**config.mk**
```make
export PLATFORM = sky130hd
export DESIGN_NAME = munoc_interval_timer
export DESIGN_NICKNAME = d
export VERILOG_FILES = /design/src/rtl/munoc_interval_timer.sv
export SDC_FILE = /design/constraint.sdc
export NUM_CORES = 1
export LEC_CHECK = 0
export ABC_AREA = 0
export BUFFER_PORTS_ARGS = -buffer_cell sky130_fd_sc_hd__buf_2
export CORE_MARGIN = 3
export CORE_UTILIZATION = 40
export DETAILED_ROUTE_END_ITERATION = 8
export GPL_ROUTABILITY_DRIVEN = 0
export PLACE_DENSITY_LB_ADDON = 0.1
export SLEW_MARGIN = 0
export SYNTH_ARGS = -nofsm -noshare
export SYNTH_HDL_FRONTEND = slang
export SYNTH_SLANG_ARGS = --single-unit
```
**constraint.sdc**
```tcl
create_clock -name clk -period 2.4 [get_ports clk]
set_clock_uncertainty 0.05 [all_clocks]
set_input_delay 0.12 -clock clk [delete_from_list [all_inputs] [get_ports clk]]
set_output_delay 0.12 -clock clk [all_outputs]
set_load 0.02 [all_outputs]
```
**src/rtl/munoc_interval_timer.sv**
```systemverilog
// Interval timer: counts down a loaded number of ticks, where one tick is
// TICK_PERIOD clock cycles. Supports one-shot and periodic (auto-reload)
// operation, counts expiries, and flags rejected start commands.
module munoc_interval_timer #(
  parameter int unsigned COUNT_WIDTH  = 16,
  parameter int unsigned TICK_PERIOD  = 500,
  parameter int unsigned EXPIRE_WIDTH = 16
) (
  input  logic                    clk,
  input  logic                    rst,
  input  logic                    clear,
  input  logic                    cmd_valid,
  input  logic                    cmd_start,
  input  logic [COUNT_WIDTH-1:0]  load_value,
  input  logic                    periodic,
  output logic                    running,
  output logic [COUNT_WIDTH-1:0]  remaining,
  output logic                    expire_pulse,
  output logic [EXPIRE_WIDTH-1:0] expire_count,
  output logic                    cmd_error
);

  localparam int unsigned PrescWidth = (TICK_PERIOD > 1) ? $clog2(TICK_PERIOD) : 1;
  localparam logic [PrescWidth-1:0] TickLast = PrescWidth'(TICK_PERIOD - 1);

  typedef enum logic [0:0] {StIdle, StRun} state_e;

  state_e                   state_q;
  logic [PrescWidth-1:0]    presc_q;
  logic [COUNT_WIDTH-1:0]   reload_q;
  logic                     periodic_q;

  logic start_cmd;
  logic stop_cmd;
  logic tick;

  // Command and tick decode; commands take precedence over the tick below.
  always_comb begin
    start_cmd = cmd_valid && cmd_start;
    stop_cmd  = cmd_valid && !cmd_start;
    tick      = (state_q == StRun) && (presc_q == TickLast);
  end

  // Running flag is a direct view of the state flop.
  always_comb begin
    running = (state_q == StRun);
  end

  // Timer state machine with registered outputs.
  always_ff @(posedge clk) begin
    // Pulses default low and are only raised for a single cycle.
    expire_pulse <= 1'b0;
    cmd_error    <= 1'b0;
    if (rst || clear) begin
      state_q      <= StIdle;
      presc_q      <= '0;
      remaining    <= '0;
      expire_count <= '0;
      reload_q     <= '0;
      periodic_q   <= 1'b0;
    end else if (start_cmd) begin
      if (load_value != '0) begin
        // A restart discards any countdown in flight, including one that
        // would have expired on this very tick.
        state_q    <= StRun;
        presc_q    <= '0;
        remaining  <= load_value;
        reload_q   <= load_value;
        periodic_q <= periodic;
      end else begin
        // Rejected start freezes the timer for this cycle.
        cmd_error <= 1'b1;
      end
    end else if (stop_cmd) begin
      state_q   <= StIdle;
      presc_q   <= '0;
      remaining <= '0;
    end else if (state_q == StRun) begin
      if (tick) begin
        presc_q <= '0;
        if (remaining > COUNT_WIDTH'(1)) begin
          remaining <= remaining - COUNT_WIDTH'(1);
        end else begin
          expire_pulse <= 1'b1;
          expire_count <= expire_count + EXPIRE_WIDTH'(1);
          if (periodic_q) begin
            remaining <= reload_q;
          end else begin
            state_q   <= StIdle;
            remaining <= '0;
          end
        end
      end else begin
        presc_q <= presc_q + PrescWidth'(1);
      end
    end else begin
      presc_q <= '0;
    end
  end

endmodule
```
==> results.cfg, run 1 <==
[placed_design]
hpwlAfterDp_mm = 6.55
place_area_um2 = 3730
numPortBuffers = 56
post-place-ws_ns = -0.0126
place_inst = 564

[logic_synthesis]
synth.distinct_cells = 45
synth_flop_cell = dfxtp_1
synth_top_family_by_area = simple AND/OR/NAND/NOR gates
synth-compound-area-share_pct = 21.9
yosys.area_share.simple_pct = 27.0
synth_edf_count = 0
ys_seq_area_share_pct = 39.4
muxShareOfSynthArea_pct = 0.323
synth_async_sr_flop_share_pct = 0
syn_area_um2 = 3100
syn-num-nets = 419
synthCells = 393
yosys.area_share.adder_pct = 1.61
ys_ff_latch = 61
syn_avg_cell_area_um2 = 7.89
yosys.area_share.xor_xnor_pct = 5.93
yosysWarnings = 0

[global_routing]
grt_use_total_pct = 21.5
grt_max_degree = 38
grt_pass1_wl_mm = 15.1
antenna_found_initial = 0
grt_pass1_vias = 3015
grt_remaining_overflow = 0

[power]
p_leak_uw = 0.00157
ir_worst_vdd_mv = 0.303
powerDensity_nw_per_um2 = 609

[critical_path]
r2r_slack_ns = -0.05
path_class = flop to flop
required_ns = 2.61
endpoint = expire_count[13]
worstPathArrival_ns = 2.66
cp-startpoint = remaining[2]
end_kind = flop
r2r-end = expire_count[13]
critPathLaunchType = flop
worstRegToRegCells = 5
reg2reg_from = remaining[2]
cp_max_fo = 4

[detailed_routing]
wl_per_cell_um = 15.7
drtIter0Drc = 291
drt_first_pass_iters = 5
viasPerCell = 5.58
wl_mm = 9.12
route.vias.total = 3250
ant_nets = 0
route.detailed.drc = 0

[floorplanning]
fp-row-count = 31
fp.dieH_um = 94.0
die_w_um = 94.0
initial_utilization_pct = 42.1
ios = 57
dieArea_um2 = 8840
core_um2 = 7370

[finish]
fin_area_um2 = 3970
final_net_count = 504
final_core_util_pct = 53.9
diodes = 0
final_cell_mix = dfxtp_1, buf_2, nand2_1
final_layout_size_suffix_gt1_share_pct = 26.1
multi_input_area_um2 = 1800
area_growth_pct = 28.1
stdcell_count = 582
regArea_um2 = 1230
mostFrequentLayoutCell = dfxtp_1
nFillCells = 752

[sta]
period_needed_ns = 2.45
tightest_slew_ns = 0.765
final-setup-viol-count = 3
max_slew_margin_pct = 49.0
drv_slew = 0
rsz0062_at_grt = yes
hold_slack_ns = 0.0200
finalCritPeriodShare_pct = 102
fmax_mhz = 408
worst_slack_ns = -0.0502
hold_viol_final = 0

[clock_tree]
htreeDepth = 3
ctsRootBufferMaster = clkbuf_8
worstSkewPairLatency_ns = 0.34
clk_pin_slew_ns = 0.07
cts_buffers = 9
clkSinkCount = 61
clock_path_buffers = 2
cts_tree = built

[run]
cap_violations = 0

[run_status]
run_status = finished, violations left
violations = setup timing

[min_path]
hp-start = load_value[0]
hold_class = input port to flop
critical path, cell delays in order, from the launching register on:
cell and delay (ns):
dfxtp_2 0.32, or4_4 0.53, or4_4 0.48, or3_4 0.35, or4_4 0.52, a21oi_2 0.13
sequential cells by signal (all words and copies together) (netlist names):
register,count
cmd_error,1
expire_count,16
expire_pulse,1
periodic_q,1
presc_q,9
reload_q,16
remaining,16
running,1
metrics by stage:
step / power, µW / setup TNS [ns]
CTS: 2430 / -0.0251
global route: 2530 / -0.417
global placement: 1530 / 0
floorplan: 1340 / -0.221
finish: 2420 / -0.0751
detailed placement: 1530 / -0.0153
cells in the mapped netlist (8+ instances only):
cell | instances | area, µm²
dfxtp_1 | 61 | 1220
nand2_1 | 53 | 199
o21ai_0 | 33 | 165
nor2_1 | 30 | 113
a21oi_1 | 28 | 140
a31oi_1 | 23 | 144
clkbuf_1 | 21 | 78.8
nand3_1 | 15 | 75.1
nor4_1 | 14 | 87.6
xnor2_1 | 12 | 105
nand4_1 | 9 | 56.3
nor3_1 | 9 | 45.0
xor2_1 | 9 | 78.8
or3_1 | 8 | 50.1
logic make-up after synthesis:
group,Yosys count
AOI/OAI and AO/OA,112
xor gates and xnor gates,21
adders and majority gates,4
buffers and inverters,29
DFF,61
muxes,1
and+or+nand+nor,165
report_power, final:
| part | total (µW) | switching (µW) | internal, µW |
|---|---|---|---|
| Clock | 896 | 395 | 501 |
| Combinational | 472 | 282 | 191 |
| Sequential | 1050 | 18.0 | 1030 |
area by class of cell:
type	count	area share [%]
clock buffer	11	3.56
clock inverter	5	1.26
inverter	6	0.567
multi-input combinational	303	45.3
sequential	61	30.9
tap	99	3.12
timing repair buffer	97	15.3
worst min path at each step:
| stage | endpoint | depth (start not counted) | slack [ns] |
|---|---|---|---|
| after floorplan | periodic_q | 2 | 0.21 |
| after global placement | periodic_q | 3 | 0.31 |
| after detailed placement | periodic_q | 3 | 0.32 |
| after CTS | reload_q[0] | 3 | 0.01 |
| after global routing | reload_q[0] | 3 | 0.04 |
| final | reload_q[0] | 3 | 0.02 |
per-layer routing:
| metal | part of all wire, % | track usage (%) | routed length [µm] |
|---|---|---|---|
| met2 | 42 | 30.3 | 3810 |
| met5 | 0 | 0 | 0 |
| met3 | 8.4 | 5.69 | 766 |
| met4 | 1.1 | 6.14 | 100 |
| met1 | 49 | 31.8 | 4440 |
repair_timing:
action,in CTS,in global routing
hold buffers,1,0
gates resized for setup,1,7
setup buffers,0,1
gates cloned,0,0
endpoints found under the hold margin,1,0
endpoints found under the setup margin,3,10
(Power assumes the default switching activity.)
==> run 2, diff against run 1 <==
Settings changed: CELL_PAD_IN_SITES_DETAIL_PLACEMENT from default to 2, CELL_PAD_IN_SITES_GLOBAL_PLACEMENT from default to 2, CORE_UTILIZATION 40 to 29.
==> results.cfg, run 2 (synthesis results as in run 1) <==
[clock_tree]
ctsRootBufferMaster = clkbuf_8
worstSkewPairLatency_ns = 0.35
clkSinkCount = 61
cts_buffers = 9
clock_path_buffers = 2
clk_pin_slew_ns = 0.07
htreeDepth = 3
cts_tree = built

[power]
p_total_uw = 2790
p_leak_uw = 0.00162
ir_worst_vdd_mv = 0.301
powerDensity_nw_per_um2 = 674

[finish]
final_layout_size_suffix_gt1_share_pct = 27.4
top_regs = expire_count (16), reload_q (16), remaining (16)
fin_area_um2 = 4130
final_net_count = 510
final_cell_mix = dfxtp_1, buf_2, nand2_1
mostFrequentLayoutCell = dfxtp_1
diodes = 0
area_growth_pct = 33.3

[min_path]
hold_end = reload_q[7]
hold_class = input port to flop
hp-start = load_value[7]
min_path_cells = 3

[critical_path]
slowest_delay_ns = 0.53
critPathSlowestCell = or4_4
critPathLaunchType = flop
cp-startpoint = remaining[2]
r2r-end = expire_count[13]
worstRegToRegCells = 5
cp_max_fo = 4
cpMostUsedCell = or4_4
end_kind = flop
crit_chain = or4_4, or4_4, or3_4, or4_4, a21oi_2
r2r_slack_ns = -0.04
reg2reg_from = remaining[2]
required_ns = 2.63
path_class = flop to flop
worstPathArrival_ns = 2.67

[detailed_routing]
ant_nets = 0
wl_per_cell_um = 19.7
wl_mm = 12.3
drtIter0Drc = 181
viasPerCell = 5.49
route.detailed.drc = 0
drt_first_pass_iters = 4
route.vias.total = 3429

[placed_design]
numPortBuffers = 56
place_area_um2 = 3820
hpwlAfterDp_mm = 9.05

[global_routing]
busiest_layer = met2
grt_pass1_wl_mm = 19.4
antenna_found_initial = 0
grt_max_degree = 33
grt_pass1_vias = 3643
use_met1_pct = 28.9
grtUsageMet3_pct = 2.99
grt_use_met2_pct = 34.7
grt_use_total_pct = 21.3
grt_remaining_overflow = 0

[sta]
final-setup-viol-count = 1
tightest_slew_ns = 0.776
finalCritPeriodShare_pct = 102
hold_viol_final = 0
fmax_mhz = 410
worst_slack_ns = -0.0404
rsz0062_at_grt = yes
period_needed_ns = 2.44
drv_slew = 0
max_slew_margin_pct = 48.2

[run]
cap_violations = 0

[floorplanning]
core_um2 = 10400
initial_utilization_pct = 29.9
fp.dieH_um = 109
dieArea_um2 = 12000
fp-row-count = 37
ios = 57
die_w_um = 109

[run_status]
run_status = finished, violations left
violations = setup timing
==> run 2: per-layer routing <==
layer / part of all wire (%) / routed length (µm)
met5: 0 / 0
met4: 1.3 / 165
met3: 3.5 / 435
met2: 48 / 5910
met1: 47 / 5820
==> run 2: how the worst max path moves through the flow <==
stage	endpoint	slack, ns
floorplan	expire_count[13]	-0.18
global placement	expire_count[13]	0.03
detailed placement	expire_count[13]	-0.03
CTS	expire_count[13]	-0.04
global route	expire_count[13]	-0.11
finish	expire_count[13]	-0.04
==> run 2: cell type report <==
cell class	count	area, µm²
well taps	136	170
clock buffers	13	169
flip-flops and latches	61	1230
repair buffers	103	652
clock inverters	3	90.1
fillers	1218	6240
inverters	6	22.5
multi-input cells	303	1800
==> run 2: through the flow <==
stage | TNS [ns] | setup WS (ns) | std cells | hold slack, ns | util (%)
2_1_floorplan | -0.221 | -0.177 | 393 | 0.206 | -
3_3_place_gp | 0 | 0.0255 | 607 | 0.317 | 36.8
3_5_place_dp | -0.0280 | -0.0280 | 607 | 0.336 | 36.8
4_1_cts | -0.0457 | -0.0387 | 624 | 0.00319 | 39.4
5_1_grt | -0.570 | -0.113 | 625 | 0.0196 | 39.9
6_report | -0.0404 | -0.0404 | 625 | 0.00808 | 39.9
==> run 2: repair_timing <==
item / 4_1_cts / 5_1_grt
pin swaps: 0 / 1
endpoints found under the setup margin: 2 / 14
hold endpoints to repair: 1 / 0
hold buffers: 1 / 0
gates resized for setup: 0 / 10
buffers inserted: 0 / 1
==> run 2: critical path, delay by kind of cell (launching register included) <==
family,cells,cell delay (ns)
compound gates,1,0.13
simple gates,4,1.87
flops,1,0.32
==> run 2: where the power goes <==
part | switching, µW | leakage, µW | internal (µW)
Clock | 437 | 0.000130 | 777
Sequential | 18.0 | 0.000495 | 1030
Combinational | 319 | 0.000998 | 206
Total | 774 | 0.00162 | 2010
